==> config.mk <==
export PLATFORM = sky130hd
export DESIGN_NAME = msg_decoder
export DESIGN_NICKNAME = d
export VERILOG_FILES = /design/src/rtl/lwe_pkg.sv /design/src/rtl/msg_decoder_fifo.sv /design/src/rtl/msg_decoder.sv
export SDC_FILE = /design/constraint.sdc
export NUM_CORES = 1
export LEC_CHECK = 0
export BUFFER_PORTS_ARGS = -buffer_cell sky130_fd_sc_hd__buf_2
export CELL_PAD_IN_SITES_DETAIL_PLACEMENT = 1
export CELL_PAD_IN_SITES_GLOBAL_PLACEMENT = 1
export CORE_UTILIZATION = 30
export CTS_CLUSTER_SIZE = 24
export DETAILED_ROUTE_END_ITERATION = 10
export PLACE_DENSITY = 0.69
export SKIP_LAST_GASP = 1
export SLEW_MARGIN = 20
export SYNTH_ARGS = -nofsm -noshare
export SYNTH_HDL_FRONTEND = slang
export SYNTH_SLANG_ARGS = --single-unit
==> constraint.sdc <==
create_clock -name clk_in -period 2.5 [get_ports clk_in]
set_input_delay 0.25 -clock clk_in [delete_from_list [all_inputs] [get_ports clk_in]]
set_output_delay 0.25 -clock clk_in [all_outputs]
set_load 0.01 [all_outputs]
==> src/rtl/lwe_pkg.sv <==
// Shared LWE decode constants, FSM state type and lane helper functions.
package lwe_pkg;

  localparam int LANE_W = 6;
  localparam int LANES  = 4;
  localparam int Q      = 64;
  localparam int Q_QTR  = 16;

  typedef enum logic [1:0] {
    RUN   = 2'd0,
    FLUSH = 2'd1,
    ERR   = 2'd2
  } dec_state_t;

  // A lane decodes to 1 when its difference lies in the middle half of the ring.
  function automatic logic lane_bit(input logic [LANE_W-1:0] d);
    return (d >= LANE_W'(Q_QTR)) && (d < LANE_W'(Q - Q_QTR));
  endfunction

  // Weak: within two steps of either decision threshold.
  function automatic logic lane_weak(input logic [LANE_W-1:0] d);
    return ((d >= LANE_W'(Q_QTR - 2)) && (d <= LANE_W'(Q_QTR + 1))) ||
           ((d >= LANE_W'(Q - Q_QTR - 2)) && (d <= LANE_W'(Q - Q_QTR + 1)));
  endfunction

endpackage

==> src/rtl/msg_decoder_fifo.sv <==
// Two-entry output FIFO; pop_data reads 0 while empty.
module msg_decoder_fifo #(
  parameter int W = 9
) (
  input  logic         clk_in,
  input  logic         rst_n_in,
  input  logic         push,
  input  logic [W-1:0] push_data,
  input  logic         pop,
  output logic         full,
  output logic         valid,
  output logic [W-1:0] pop_data
);

  logic [W-1:0] mem_reg [2];
  logic         wr_ptr_reg;
  logic         rd_ptr_reg;
  logic [1:0]   count_reg;
  logic         push_ok;
  logic         pop_ok;

  assign full     = (count_reg == 2'd2);
  assign valid    = (count_reg != 2'd0);
  assign push_ok  = push && !full;
  assign pop_ok   = pop && valid;
  assign pop_data = valid ? mem_reg[rd_ptr_reg] : '0;

  always_ff @(posedge clk_in or negedge rst_n_in) begin
    if (!rst_n_in) begin
      for (int i = 0; i < 2; i++) mem_reg[i] <= '0;
      wr_ptr_reg <= 1'b0;
      rd_ptr_reg <= 1'b0;
      count_reg  <= 2'd0;
    end else begin
      if (push_ok) begin
        mem_reg[wr_ptr_reg] <= push_data;
        wr_ptr_reg          <= ~wr_ptr_reg;
      end
      if (pop_ok) rd_ptr_reg <= ~rd_ptr_reg;
      count_reg <= count_reg + 2'(push_ok) - 2'(pop_ok);
    end
  end

endmodule

==> src/rtl/msg_decoder.sv <==
// Pairs ciphertext and inner-product words, decodes 4 bits per word, emits bytes.
// Optional out_weak margin flag enabled by defining MSG_DECODER_MARGIN_EN.
module msg_decoder
  import lwe_pkg::*;
#(
  parameter int DEPTH = 784
) (
  input  logic        clk_in,
  input  logic        rst_n_in,
  input  logic        ct_valid,
  input  logic [23:0] ct_in,
  input  logic [9:0]  ct_idx,
  output logic        ct_ready,
  input  logic        ip_valid,
  input  logic [23:0] ip_in,
  input  logic [9:0]  ip_idx,
  output logic        ip_ready,
  output logic        out_valid,
  output logic [7:0]  out_data,
  output logic        out_last,
  input  logic        out_ready,
`ifdef MSG_DECODER_MARGIN_EN
  output logic        out_weak,
`endif
  output logic        err
);

  localparam logic [9:0] LAST_IDX  = 10'(DEPTH - 1);
  localparam bit         DEPTH_ODD = (DEPTH % 2) == 1;
`ifdef MSG_DECODER_MARGIN_EN
  localparam int FW = 10;
`else
  localparam int FW = 9;
`endif

  dec_state_t       state_reg, state_next;
  logic [9:0]       exp_idx_reg, exp_idx_next;
  logic [3:0]       nib_reg, nib_next;
  logic [LANES-1:0] bits;
  logic             pair_ok, fire, drop, at_last;
  logic             push, push_last;
  logic [7:0]       push_byte;
  logic [FW-1:0]    push_data, pop_data;
  logic             fifo_full, fifo_valid;
`ifdef MSG_DECODER_MARGIN_EN
  logic [LANES-1:0] weak_lanes;
  logic             weak_reg, weak_next, push_weak;
`endif

  for (genvar gi = 0; gi < LANES; gi++) begin : g_lane
    logic [LANE_W-1:0] d;
    assign d        = ct_in[gi*LANE_W +: LANE_W] - ip_in[gi*LANE_W +: LANE_W];
    assign bits[gi] = lane_bit(d);
`ifdef MSG_DECODER_MARGIN_EN
    assign weak_lanes[gi] = lane_weak(d);
`endif
  end

  // Reset is folded in so the readies stay low while rst_n_in is held.
  assign pair_ok  = rst_n_in && ct_valid && ip_valid && (state_reg == RUN);
  assign fire     = pair_ok && (ip_idx == ct_idx) && !fifo_full;
  assign drop     = pair_ok && (ip_idx < ct_idx);
  assign ct_ready = fire;
  assign ip_ready = fire || drop;
  assign at_last  = (exp_idx_reg == LAST_IDX);

  always_comb begin
    state_next   = state_reg;
    exp_idx_next = exp_idx_reg;
    nib_next     = nib_reg;
    push         = 1'b0;
    push_byte    = 8'h00;
    push_last    = 1'b0;
`ifdef MSG_DECODER_MARGIN_EN
    weak_next    = weak_reg;
    push_weak    = 1'b0;
`endif
    case (state_reg)
      RUN: begin
        if (fire) begin
          if (ct_idx != exp_idx_reg) begin
            state_next = ERR;
          end else begin
            exp_idx_next = at_last ? 10'd0 : 10'(exp_idx_reg + 10'd1);
            if (!exp_idx_reg[0]) begin
              nib_next = bits;
`ifdef MSG_DECODER_MARGIN_EN
              weak_next = |weak_lanes;
`endif
              if (DEPTH_ODD && at_last) state_next = FLUSH;
            end else begin
              push      = 1'b1;
              push_byte = {bits, nib_reg};
              push_last = at_last;
`ifdef MSG_DECODER_MARGIN_EN
              push_weak = weak_reg || (|weak_lanes);
`endif
            end
          end
        end
      end
      FLUSH: begin
        // Odd-length frame: the final even word goes out alone.
        if (!fifo_full) begin
          push       = 1'b1;
          push_byte  = {4'h0, nib_reg};
          push_last  = 1'b1;
          state_next = RUN;
`ifdef MSG_DECODER_MARGIN_EN
          push_weak  = weak_reg;
`endif
        end
      end
      ERR:     state_next = ERR;
      default: state_next = RUN;
    endcase
  end

`ifdef MSG_DECODER_MARGIN_EN
  assign push_data = {push_weak, push_last, push_byte};
  assign out_weak  = pop_data[9];
`else
  assign push_data = {push_last, push_byte};
`endif
  assign out_data  = pop_data[7:0];
  assign out_last  = pop_data[8];
  assign out_valid = fifo_valid;
  assign err       = (state_reg == ERR);

  always_ff @(posedge clk_in or negedge rst_n_in) begin
    if (!rst_n_in) begin
      state_reg   <= RUN;
      exp_idx_reg <= 10'd0;
      nib_reg     <= 4'h0;
`ifdef MSG_DECODER_MARGIN_EN
      weak_reg    <= 1'b0;
`endif
    end else begin
      state_reg   <= state_next;
      exp_idx_reg <= exp_idx_next;
      nib_reg     <= nib_next;
`ifdef MSG_DECODER_MARGIN_EN
      weak_reg    <= weak_next;
`endif
    end
  end

  msg_decoder_fifo #(.W(FW)) u_fifo (
    .clk_in    (clk_in),
    .rst_n_in  (rst_n_in),
    .push      (push),
    .push_data (push_data),
    .pop       (out_ready),
    .full      (fifo_full),
    .valid     (fifo_valid),
    .pop_data  (pop_data)
  );

endmodule
* Word level (Yosys, flattened, before mapping)
Index checks and enable logic that the tools add are counted.
** Storage, ports and cells
- Memories kept :: 0
- Bits of input ports :: 73
- Logic and storage cells :: 88
- Output and inout port bits :: 13
- Bits in latches :: 0
- Bits in writable memories :: 0
- Register bits after elaboration :: 38
- Memory bits (read-only) :: 0
** Cells by class
- Divide/modulo/power cells :: 0
- Multipliers :: 0
- Equal/unequal tests :: 9
- $lt $le $gt $ge :: 12
- Shift operators :: 0
- Mux-type cells :: 26
- Add/sub/neg operators :: 7
- Bitwise gates (word level) :: 6
- Reduce and logical (&&, ||, !) cells :: 20
** Operators by type and width (count)
- $mux 9 :: 5
- $ge 6x5->1 const B :: 4
- $lt 6x6->1 const B :: 4
- $mux 8 :: 3
- $sub 6x6->6 :: 4
- $bwmux 18 :: 1
- $pmux 8 s2 :: 1
- $logic_and 1x1->1 :: 13
- $add 10x1->10 const B :: 1
- $eq 10x10->1 :: 1
- $eq 10x10->1 const B :: 1
- $lt 10x10->1 :: 1
- $mux 10 :: 1
- $ne 10x10->1 :: 1
- $demux 9 s1 :: 1
- $mux 1 :: 7
- $mux 2 :: 3
- $pmux 2 s3 :: 1
- $reduce_and 3->1 :: 2
- $eq 2x2->1 const B :: 2
- $ge 2x2->1 const B :: 2
- $mux 4 :: 1
- $ne 2x2->1 const B :: 2
- $not 1->1 :: 4
- other kinds (12) :: 14

* Logic depth before layout (Yosys ltp)
Gate-level depths: netlist of the first run.
- Depth after elaboration :: 10
- Depth in mapped cells :: 9
- Gate-level depth less buffers :: 8

* By module
Synthesis of the first run repeated with hierarchy kept, for this count alone.
** Second synthesis, totals
- Cell total of the unflattened synthesis :: 294
- Area, all modules :: 2817.7 sq um
** By module, submodules not included
- msg_decoder :: cells each 217, sequential area each 375.4 sq um, area an instance 1765.4 sq um, instances 1
- msg_decoder_fifo :: cells each 77, sequential area each 550.5 sq um, area an instance 1052.3 sq um, instances 1

* Worst setup path after synthesis of the first run
OpenSTA, ideal clock, no wires.
- Kind :: in2reg
- Start :: input port ct_idx[1]
- End :: register u_fifo.mem_reg[10] in the netlist's numbering
- Data arrival time :: 2340 ps
- Path slack :: 35 ps
- Stages on the path :: 8
- Setup time :: 125 ps
- Path buffers :: 1
- Cell sequence :: inv_1 > ha_1 > o211ai_1 > or4_4 > or3_1 > buf_2 > nor3_4 > mux2_2
** On the way
- Cells in the longest elaborated chain, start to end :: 6
** Ends and longest elaborated chain
- start: declaration :: RTL line msg_decoder.sv:12 : input logic [9:0] ct_idx,
- $eq 10x10->1 :: RTL line msg_decoder.sv:61 : assign fire = pair_ok && (ip_idx == ct_idx) && !fifo_full;
- $logic_and 1x1->1 (2 in series) :: RTL line msg_decoder.sv:61
- $mux 8 / $mux 1 (equally long branches) :: RTL line msg_decoder.sv:80 : if (fire) begin
- $pmux 8 s2 / $pmux 1 s2 (equally long branches) :: RTL line msg_decoder.sv:78 : case (state_reg)
- $bwmux 18 / $logic_and 1x1->1 (equally long branches) :: RTL line msg_decoder_fifo.sv:36, msg_decoder_fifo.sv:24
- end signal: indexed assignment :: RTL line msg_decoder_fifo.sv:36 : mem_reg[wr_ptr_reg] <= push_data;
- end: declaration :: RTL line msg_decoder_fifo.sv:15 : logic [W-1:0] mem_reg [2];
Several ways; a longest one is shown, not always the timed one.
A chain may end at the register's enable or synchronous reset.

* Worst setup path in the final report of the first run
- Start :: register u_fifo.count_reg[1]
- End :: register u_fifo.mem_reg[16] in the netlist's numbering
** On the way
- Cells in the longest elaborated chain, start to end :: 6
** Ends and longest elaborated chain
- start: declaration :: RTL line msg_decoder_fifo.sv:18 : logic [1:0] count_reg;
- start signal: assignment :: RTL line msg_decoder_fifo.sv:40 : count_reg <= count_reg + 2'(push_ok) - 2'(pop_ok);
- $eq 2x2->1 (*) :: RTL line msg_decoder_fifo.sv:22 : assign full = (count_reg == 2'd2);
- $logic_not 1->1 :: RTL line msg_decoder_fifo.sv:24, msg_decoder.sv:61
- $logic_and 1x1->1 :: RTL line msg_decoder.sv:61
- $mux 8 / $mux 1 (equally long branches) :: RTL line msg_decoder.sv:80
- $pmux 8 s2 / $pmux 1 s2 (equally long branches) :: RTL line msg_decoder.sv:78
- $bwmux 18 / $logic_and 1x1->1 (equally long branches) :: RTL line msg_decoder_fifo.sv:36, msg_decoder_fifo.sv:24
Every way passes the cells marked *; elsewhere a longest branch is shown, timed or not.

==> results.md, run 1 <==
* Status: finished, violations left
* Failing checks: design-rule violations
* Clk buf depth at 2
* Syn_area_per_cell at 9.45 um^2
* Via/cell ratio at ~4.9
* DP HPWL at ~5500 um
* Final antenna-violating net count at 0
* Max reg flops at 18
* # clock sinks at 37
* CTS tree: built
* Setup Buffers After CTS at 0
* Post-synthesis adder-cell area fraction at approximately an eighth
* Setup crit start kind: flop
* Fmax at around 0.42 GHz
* TritonCTS buffer count at 5
* Leak at between 0.0015 and 0.002 uW
* Mapped Area at approximately 2700 um^2
* Antenna violations before repair at 0
* RR Startpoint: u_fifo.count_reg[1]
* Nets at 500
* Setup Viol. Count Final at 0
* WP data arrival at between 2 and 3 ns
* Via count at around 2500
* Final Wtd Congestion at between 0.7 and 0.8
* Clock insertion delay at the later pin of the skew report at between 0.2 and 0.3 ns
* Post-synth EDFFs at 0
* FP Rows at 34
* TritonRoute pass-1 iters at 9
* Sequential element share of the synthesized area at 33.7%
* Final slew viol count at 0
* P&R area growth vs syn at 30.0%
* Crit Reg-Reg Endpoint: u_fifo.mem_reg[16]
* Worst Path Max Fanout at 9
* Syn_nets at just under 400
* FF-to-FF setup slack at about 0.13 ns
* First DRT Iteration DRCs at ~100
* First-pass GRT wire length at roughly 12000 um
* Max rail drop VDD at a little over 0.2 mV
* Cells after Synth at around 290
* DRT Wirelength at slightly below 7000 um
* Worst Skew at about 0.0044 ns
* Die Y at ~98 um
* Reg2Reg Depth at 7
* Hold_buf cts at 0
* H-tree Lvls at 2
* Antenna cells at 0
* Post-CTS resize count at 0
* Slew headroom at 60.5%
* # IOs at 86
* Warnings, synthesis at 0
* Synth Register Bits at 37
* Final period util at between 90% and 100%
* CTS root buf: clkbuf_8
* Ys async rst share at between 90% and 100%
* Final worst slack at around 0.13 ns
* Filler instances at 1067
* Commonest non-fill, non-tap cell in the layout: buf_2
* Minimum clock period at between 2 and 2.5 ns
* DRC viols at 12
* Most frequent cells in the layout: 85 x buf_2, 39 x inv_1, 37 x dfrtp_1
* Global Route Usage Sum at between 10% and 20%
* P per Cell Area at ~460 nW/um^2
* XOR/XNOR Fraction of Synth Area at 7.97%
* Distinct cells, synth at 39
* Number of port buffers at 85
* Slew @ Worst Pin at roughly 0.59 ns
* Vias in the first global route at 2636
* Max-Cap Viols at 0
* Synth Area in Compound Gates at under 10%
* Worst slack at placement at -0.0639 ns
* Placed insts at approximately 500
* Main combinational cell family by area after synthesis: simple AND/OR/NAND/NOR gates
* Pin count of the biggest net entering global routing at 38
* Slowest CP cell: or4_4
* Hold/Removal Path Class: in -> async
* Core area at between 8000 and 9000 um^2
* Ys flop type: dfrtp_1
* Grt ovf at 0
* Post-synthesis mux area share at a little over an eighth
* Routed wire per std cell at ~13 um
* RSZ-0062 raised after global routing: no
* Critical path cell sequence: inv_1 > o211ai_1 > or4_4 > or3_1 > nor3_4 > buf_12 > mux2_2
* Setup CP Type: reg -> reg
* Final Hold Fails at 0
* Share of layout cells above drive strength 1 at approximately a third
* Die area at around 9600 um^2
* Tot Pwr at between 1500 and 2000 uW
* Req. time, crit path at roughly 2.7 ns
* Die X at just under 100 um
* Slowest stage delay, CP at ~0.55 ns
* CTS clk-pin slew, worst paths at roughly 0.070 ns
* Post-Synth Simple-Gate Area at between 15 and 20%
* Crit path capture type: flop
* Final non-filler cell total at about 510
* Initial Util at 31.2%
==> synthesized netlist by cell type, types with 3 or more instances <==
master / instances / area [um^2]
o21ai_0: 14 / 70.1
nand2b_1: 3 / 18.8
xnor2_1: 14 / 123
nor3_1: 5 / 25.0
nor2_1: 20 / 75.1
mux2_2: 23 / 259
inv_1: 39 / 146
xor2_1: 11 / 96.3
nand4_1: 6 / 37.5
and3_1: 3 / 18.8
nand3_1: 8 / 40.0
o31ai_1: 4 / 30.0
ha_1: 29 / 363
a21oi_1: 9 / 45.0
mux2i_1: 11 / 110
nor2b_1: 7 / 43.8
dfrtp_1: 37 / 926
nand2_1: 10 / 37.5
clkbuf_1: 5 / 18.8
nor4_1: 5 / 31.3
==> how the worst max path moves through the flow <==
| stage | startpoint | endpoint | slack [ns] | depth (start not counted) |
|---|---|---|---|---|
| floorplan | ct_idx[1] | u_fifo.mem_reg[10] | 0.04 | 8 |
| global placement | ct_idx[1] | u_fifo.mem_reg[10] | -0.02 | 9 |
| detailed placement | ct_idx[1] | u_fifo.mem_reg[11] | -0.06 | 9 |
| CTS | u_fifo.count_reg[1] | u_fifo.mem_reg[16] | 0.12 | 7 |
| global route | u_fifo.count_reg[1] | u_fifo.mem_reg[11] | 0.02 | 7 |
| finish | u_fifo.count_reg[1] | u_fifo.mem_reg[16] | 0.13 | 7 |
==> critical path, delay by kind of cell (launching register included) <==
| kind | cells | cell delay, ns |
|---|---|---|
| flops | 1 | 0.40 |
| mux | 1 | 0.33 |
| simple gates | 3 | 1.20 |
| buf+inv | 2 | 0.22 |
| compound gates | 1 | 0.10 |
==> cell type report <==
type	instances	area [um^2]	share of cell area, %
sequential	37	926	25.9
inverter	39	146	4.10
clock inverter	1	30.0	0.841
multi-input combinational	209	1650	46.3
timing repair buffer	106	596	16.7
tap	108	135	3.78
clock buffer	7	86.3	2.42
==> power by group <==
group	switching [uW]	leakage, uW	internal (uW)
Clock	209	0.0000585	325
Sequential	59.1	0.000505	624
Combinational	215	0.00137	214
Total	483	0.00193	1160
==> per-stage QoR <==
| stage | hold WS [ns] | utilization, % | instance area (um^2) | TNS, ns |
|---|---|---|---|---|
| 5_1_grt | 0.0704 | 40.6 | 3570 | 0 |
| 2_1_floorplan | -0.0456 | - | 2750 | 0 |
| 3_5_place_dp | 0.372 | 39.2 | 3460 | -0.535 |
| 6_report | 0.0444 | 40.6 | 3570 | 0 |
| 4_1_cts | 0.0596 | 40.6 | 3570 | 0 |
| 3_3_place_gp | 0.361 | 39.2 | 3460 | -0.139 |
==> kinds of logic after synthesis <==
kind of cell	Yosys count
AND/OR/NAND/NOR	80
buffers and inverters	45
AO/OA/AOI/OAI	41
flip-flops	37
multiplexers	34
adder cells (fa/ha/maj)	29
XOR/XNOR	25
==> metal layers <==
| layer | up-vias | share of wire, % | wire, um | GRT usage (%) |
|---|---|---|---|---|
| li1 | 1234 | - | - | - |
| met1 | 1207 | 43 | 2950 | 18.7 |
| met5 | - | 0 | 0 | 0 |
| met4 | 0 | 1.1 | 74 | 3.85 |
| met3 | 5 | 4.0 | 275 | 2.37 |
| met2 | 58 | 52 | 3520 | 27.6 |
Note: power is estimated with default switching activity, not from simulation.
==> inputs of run 2 (changes only) <==
--- a/config.mk
+++ b/config.mk
@@ -12,6 +12,8 @@
 export CTS_CLUSTER_SIZE = 24
 export DETAILED_ROUTE_END_ITERATION = 10
 export PLACE_DENSITY = 0.69
+export REMOVE_ABC_BUFFERS = 1
+export SETUP_SLACK_MARGIN = 0.05
 export SKIP_LAST_GASP = 1
 export SLEW_MARGIN = 20
 export SYNTH_ARGS = -nofsm -noshare
==> run 2 against run 1 <==
Effect of this change: the flow still finishes with violations (design-rule violations); register-to-register slack better by 0.03 ns; largest power group unchanged; via count shrank 1.6%; combinational power decreased by 2%; utilization decreased by 0.38 points; worst hold slack lost 0.0086 ns; highest routed layer unchanged; die area unchanged; critical path type unchanged; power fell by 7.3%.
==> results.md, run 2 (synthesis results as in run 1) <==
* Routed wire per std cell at 13.3 um (was 13.5 um)
* Final period util at 93.6% (was 94.9%)
* Sequential standard cell area at 926 um^2 (unchanged)
* # IOs at 86 (unchanged)
* Max reg flops at 18 (unchanged)
* Worst Path Max Fanout at 9 (unchanged)
* Setup Buffers After CTS at 0 (unchanged)
* H-tree Lvls at 2 (unchanged)
* Max rail drop VDD at 0.280 mV (was 0.203 mV)
* Vias in the first global route at 2807 (was 2636)
* Final worst slack at 0.159 ns (was 0.128 ns)
* Commonest non-fill, non-tap cell in the layout: buf_2 (unchanged)
* Pin count of the biggest net entering global routing at 38 (unchanged)
* Most frequent cells in the layout: 85 x buf_2, 39 x inv_1, 37 x dfrtp_1 (unchanged)
* Req. time, crit path at 2.67 ns (about the same)
* Number of port buffers at 85 (unchanged)
* Worst slack at placement at -0.0944 ns (was -0.0639 ns)
* CTS root buf: clkbuf_8 (unchanged)
* Final Wtd Congestion at 0.870 (was 0.769)
* Share of layout cells above drive strength 1 at 34.8% (about the same)
* Initial Util at 31.2% (unchanged)
* Hold_buf cts at 0 (unchanged)
* Failing checks: design-rule violations (unchanged)
* Global Route Usage Sum at 15.5% (was 15.2%)
* FP Rows at 34 (unchanged)
* Antenna cells at 0 (unchanged)
* Slew @ Worst Pin at 0.662 ns (was 0.593 ns)
* Setup Viol. Count Final at 0 (unchanged)
* FF-to-FF setup slack at 0.16 ns (was 0.13 ns)
* TritonRoute pass-1 iters at 7 (was 9)
* RSZ-0062 raised after global routing: no (unchanged)
* DRT Wirelength at 6720 um (was 6820 um)
* P per Cell Area at 431 nW/um^2 (was 461 nW/um^2)
* Max-Cap Viols at 0 (unchanged)
* Die area at 9550 um^2 (unchanged)
* Final Hold Fails at 0 (unchanged)
* DP HPWL at 5480 um (was 5470 um)
* Setup TNS at 0 ns (unchanged)
* Worst Skew at 0.00408 ns (was 0.00440 ns)
* CTS clk-pin slew, worst paths at 0.07 ns (about the same)
* WP data arrival at 2.51 ns (was 2.54 ns)
* Filler instances at 1050 (was 1067)
* Final slew viol count at 0 (unchanged)
* # clock sinks at 37 (unchanged)
* Leak at 0.00191 uW (was 0.00193 uW)
* Fmax at 0.427 GHz (was 0.422 GHz)
* Setup CP Type: reg -> reg (unchanged)
* CTS tree: built (unchanged)
* Antenna violations before repair at 0 (unchanged)
* Crit path capture type: flop (unchanged)
* Setup crit start kind: flop (unchanged)
* Via count at 2465 (was 2504)
* Status: finished, violations left (unchanged)
* Clk buf depth at 2 (unchanged)
* DRC viols at 12 (unchanged)
* First DRT Iteration DRCs at 69 (was 103)
* First-pass GRT wire length at 12300 um (was 11900 um)
* TritonCTS buffer count at 5 (unchanged)
* Slew headroom at 55.3% (was 60.5%)
* Clock insertion delay at the later pin of the skew report at 0.29 ns (about the same)
* P&R area growth vs syn at 28.7% (was 30.0%)
* Multi-input logic area at 1650 um^2 (unchanged)
* Minimum clock period at 2.34 ns (was 2.37 ns)
* Finished Core Util at 40.2% (was 40.6%)
* Hold/Removal Path Class: in -> async (unchanged)
* Final antenna-violating net count at 0 (unchanged)
* Grt ovf at 0 (unchanged)
* Tot Pwr at 1530 uW (was 1650 uW)
* Nets at 499 (was 500)
* Die X at 97.7 um (unchanged)
* Via/cell ratio at 4.88 (was 4.94)
* Post-CTS resize count at 0 (unchanged)
* Core area at 8810 um^2 (unchanged)
* Die Y at 97.7 um (unchanged)
-- run 2: cell count changes in the layout (fill, tap and decap cells not counted), sizes merged --
cell,delta
buf,-1
bufinv,-1
clkbuf,-1
clkinvlp,+1
-- run 2: cell type report --
| class | instances | area share [%] |
|---|---|---|
| Clock buffer | 6 | 2.33 |
| Clock inverter | 1 | 0.212 |
| Sequential cell | 37 | 26.2 |
| Inverter | 39 | 4.14 |
| Multi-Input combinational cell | 209 | 46.7 |
| Timing Repair Buffer | 105 | 16.6 |
| Tap cell | 108 | 3.82 |
-- run 2: path summary, 6_finish.rpt --
check                                      endpoint  cells after the start                start
worst max-delay path             u_fifo.mem_reg[17]                      7  u_fifo.count_reg[1]
worst min register to register    u_fifo.mem_reg[5]                      1    u_fifo.mem_reg[5]
max in group asynchronous        u_fifo.mem_reg[11]                      2             rst_n_in
worst min-delay path            u_fifo.count_reg[1]                      2             rst_n_in
worst max register to register   u_fifo.mem_reg[17]                      7  u_fifo.count_reg[1]
min in group clk_in               u_fifo.rd_ptr_reg                      3            out_ready
-- run 2: through the flow --
step / area (um^2) / instances / hold slack [ns]
floorplan: 2730 / 285 / -0.0456
CTS: 3540 / 505 / 0.0421
global route: 3540 / 505 / 0.0628
finish: 3540 / 505 / 0.0358
global placement: 3450 / 498 / 0.361
detailed placement: 3450 / 498 / 0.361
-- run 2: power by group --
| part | switching (uW) | internal [uW] | total (uW) |
|---|---|---|---|
| Sequential | 59.5 | 624 | 684 |
| Combinational | 208 | 211 | 419 |
| Clock | 205 | 218 | 423 |
-- run 2: metal layers --
| layer | GRT usage, % | share of wire (%) | vias up |
|---|---|---|---|
| li1 | - | - | 1232 |
| met4 | 4.55 | 1.5 | 0 |
| met2 | 28.5 | 50 | 57 |
| met5 | 0 | 0 | - |
| met3 | 2.37 | 3.7 | 7 |
| met1 | 18.7 | 45 | 1169 |
-- run 2: critical path, stage by stage (launching register included) --
cell	delay [ns]
dfrtp_1	0.41
inv_1	0.06
o211ai_1	0.08
or4_4	0.54
or3_1	0.46
nor3_4	0.18
buf_12	0.15
mux2_2	0.33
==> inputs of run 3 (changes only) <==
--- a/config.mk
+++ b/config.mk
@@ -11,7 +11,7 @@
 export CORE_UTILIZATION = 30
 export CTS_CLUSTER_SIZE = 24
 export DETAILED_ROUTE_END_ITERATION = 10
-export PLACE_DENSITY = 0.69
+export PLACE_DENSITY_LB_ADDON = 0.1
 export REMOVE_ABC_BUFFERS = 1
 export SETUP_SLACK_MARGIN = 0.05
 export SKIP_LAST_GASP = 1
==> run 3 against run 2 <==
Effect of this change: the run still ends with design-rule violations left; clock-buffer cell count decreased by 1; routed wire length decreased by 5.8%; via count decreased by 2.4%; highest routed layer unchanged.
==> results.md, run 3 (synthesis results as in run 1) <==
* Hold/Removal Path Class: in -> async (unchanged)
* Worst Setup SP: u_fifo.count_reg[1] (unchanged)
* Global Route Usage Sum at 14.3% (was 15.5%)
* Slowest stage delay, CP at 0.54 ns (about the same)
* Post-route cell area at 3540 um^2 (about the same)
* # IOs at 86 (unchanged)
* Vias in the first global route at 2476 (was 2807)
* Final Wtd Congestion at 0.692 (was 0.870)
* Switch share at 31.9% (was 31.0%)
* # clock sinks at 37 (unchanged)
* Clk buf depth at 2 (unchanged)
* Nets at 498 (was 499)
* Share of layout cells above drive strength 1 at 35.0% (was 34.8%)
* First DRT Iteration DRCs at 55 (was 69)
* CTS root buf: clkbuf_8 (unchanged)
* Initial Util at 31.2% (unchanged)
* Number of port buffers at 85 (unchanged)
* Fmax at 0.432 GHz (was 0.427 GHz)
* Placed cell area at 3430 um^2 (was 3450 um^2)
* Via/cell ratio at 4.77 (was 4.88)
* WP data arrival at 2.48 ns (was 2.51 ns)
* H-tree Lvls at 2 (unchanged)
* Switch Pwr at 484 uW (was 473 uW)
* Die Y at 97.7 um (unchanged)
* FP Rows at 34 (unchanged)
* P&R area growth vs syn at 28.7% (about the same)
* Core area at 8810 um^2 (unchanged)
* First-pass GRT wire length at 11000 um (was 12300 um)
* Final antenna-violating net count at 0 (unchanged)
* Die area at 9550 um^2 (unchanged)
* Slew @ Worst Pin at 0.684 ns (was 0.662 ns)
* Minimum clock period at 2.32 ns (was 2.34 ns)
* CTS tree: built (unchanged)
* Grt ovf at 0 (unchanged)
* Critical path cell sequence: inv_1 > o211ai_1 > or4_4 > or3_1 > nor3_4 > buf_12 > mux2_2 (unchanged)
* Clock insertion delay at the later pin of the skew report at 0.28 ns (was 0.29 ns)
* Antenna violations before repair at 0 (unchanged)
* Slew headroom at 53.8% (was 55.3%)
* P per Cell Area at 428 nW/um^2 (was 431 nW/um^2)
* Clk network pwr share at 27.5% (was 27.7%)
* Finished Core Util at 40.2% (about the same)
* Power share of the sequential group at 45.1% (was 44.8%)
* Max reg flops at 18 (unchanged)
* Setup Viol. Count Final at 0 (unchanged)
* Max rail drop VDD at 0.215 mV (was 0.280 mV)
* DP HPWL at 5150 um (was 5480 um)
* TritonRoute pass-1 iters at 7 (unchanged)
* Worst Skew at 0.0112 ns (was 0.00408 ns)
* Status: finished, violations left (unchanged)
* Worst Path Max Fanout at 9 (unchanged)
* P_int at 1030 uW (was 1050 uW)
* Setup CP Type: reg -> reg (unchanged)
* RR Startpoint: u_fifo.count_reg[1] (unchanged)
* Commonest non-fill, non-tap cell in the layout: buf_2 (unchanged)
* Logic pwr share at 27.4% (was 27.5%)
* FF-to-FF setup slack at 0.18 ns (was 0.16 ns)
* Final period util at 92.6% (was 93.6%)
* Slowest CP cell: or4_4 (unchanged)
* Leak at 0.00191 uW (about the same)
* Via count at 2407 (was 2465)
* Most frequent cells in the layout: 85 x buf_2, 39 x inv_1, 37 x dfrtp_1 (unchanged)
* Crit path capture type: flop (unchanged)
* DRC viols at 5 (was 12)
* Routed wire per std cell at 12.5 um (was 13.3 um)
* Max-Cap Viols at 0 (unchanged)
* TritonCTS buffer count at 5 (unchanged)
* Req. time, crit path at 2.66 ns (was 2.67 ns)
* Pin count of the biggest net entering global routing at 38 (unchanged)
* DRT Wirelength at 6330 um (was 6720 um)
* Fin Hold WS at 0.0873 ns (was 0.0358 ns)
* RSZ-0062 raised after global routing: no (unchanged)
* CTS clk-pin slew, worst paths at 0.08 ns (was 0.07 ns)
* Final slew viol count at 0 (unchanged)
* Final Hold Fails at 0 (unchanged)
* Setup crit start kind: flop (unchanged)
* Die X at 97.7 um (unchanged)
* Failing checks: design-rule violations (unchanged)
* Antenna cells at 0 (unchanged)
-- run 3: through the flow --
stage                     total power, uW  worst slack (ns)  TNS [ns]  cells
after floorplan                       932           -0.0581    -0.523    285
after global placement               1110           -0.0572    -0.595    496
after detailed placement             1120           -0.0787    -0.744    496
after CTS                            1550             0.154         0    504
after global routing                 1620            0.0601         0    505
final                                1510             0.184         0    505
-- run 3: critical path: cells and delay by family, from the launching register on --
| kind | cells | cell delay [ns] |
|---|---|---|
| flops | 1 | 0.41 |
| compound gates | 1 | 0.09 |
| buf+inv | 2 | 0.21 |
| simple gates | 3 | 1.16 |
| mux | 1 | 0.32 |
-- run 3: worst paths after layout --
check	end	cells past startpoint
max in group asynchronous	u_fifo.mem_reg[17]	2
worst max-delay path	u_fifo.mem_reg[17]	7
worst min-delay path	exp_idx_reg[6]	2
worst min register to register	state_reg[1]	1
min in group clk_in	u_fifo.rd_ptr_reg	3
worst max register to register	u_fifo.mem_reg[17]	7
-- run 3: metal layers --
layer	track usage, %	wire length (um)
met4	2.45	27
met1	17.6	2920
met3	3.02	249
met2	25.8	3130
met5	0	0
-- run 3: timing repair --
item / in CTS / in global routing
hold buffers: 0 / 0
hold endpoints to repair: 0 / 0
buffers inserted: 0 / 1
setup endpoints to repair: 0 / 9
gates resized for setup: 0 / 1
-- run 3: layout make-up --
| cell class | count | area [um^2] |
|---|---|---|
| Timing Repair Buffer | 104 | 581 |
| Clock buffer | 5 | 68.8 |
| Sequential cell | 37 | 926 |
| Fill cell | 1056 | 5270 |
| Inverter | 39 | 146 |
| Clock inverter | 3 | 22.5 |
| Multi-Input combinational cell | 209 | 1660 |
| Tap cell | 108 | 135 |
-- run 3: power by group through the flow --
stage	clock network [uW]	logic, uW	registers, uW
global route	460	473	690
detailed placement	0	427	697
finish	417	415	683
global placement	0	411	696
floorplan	0	253	679
CTS	438	428	685
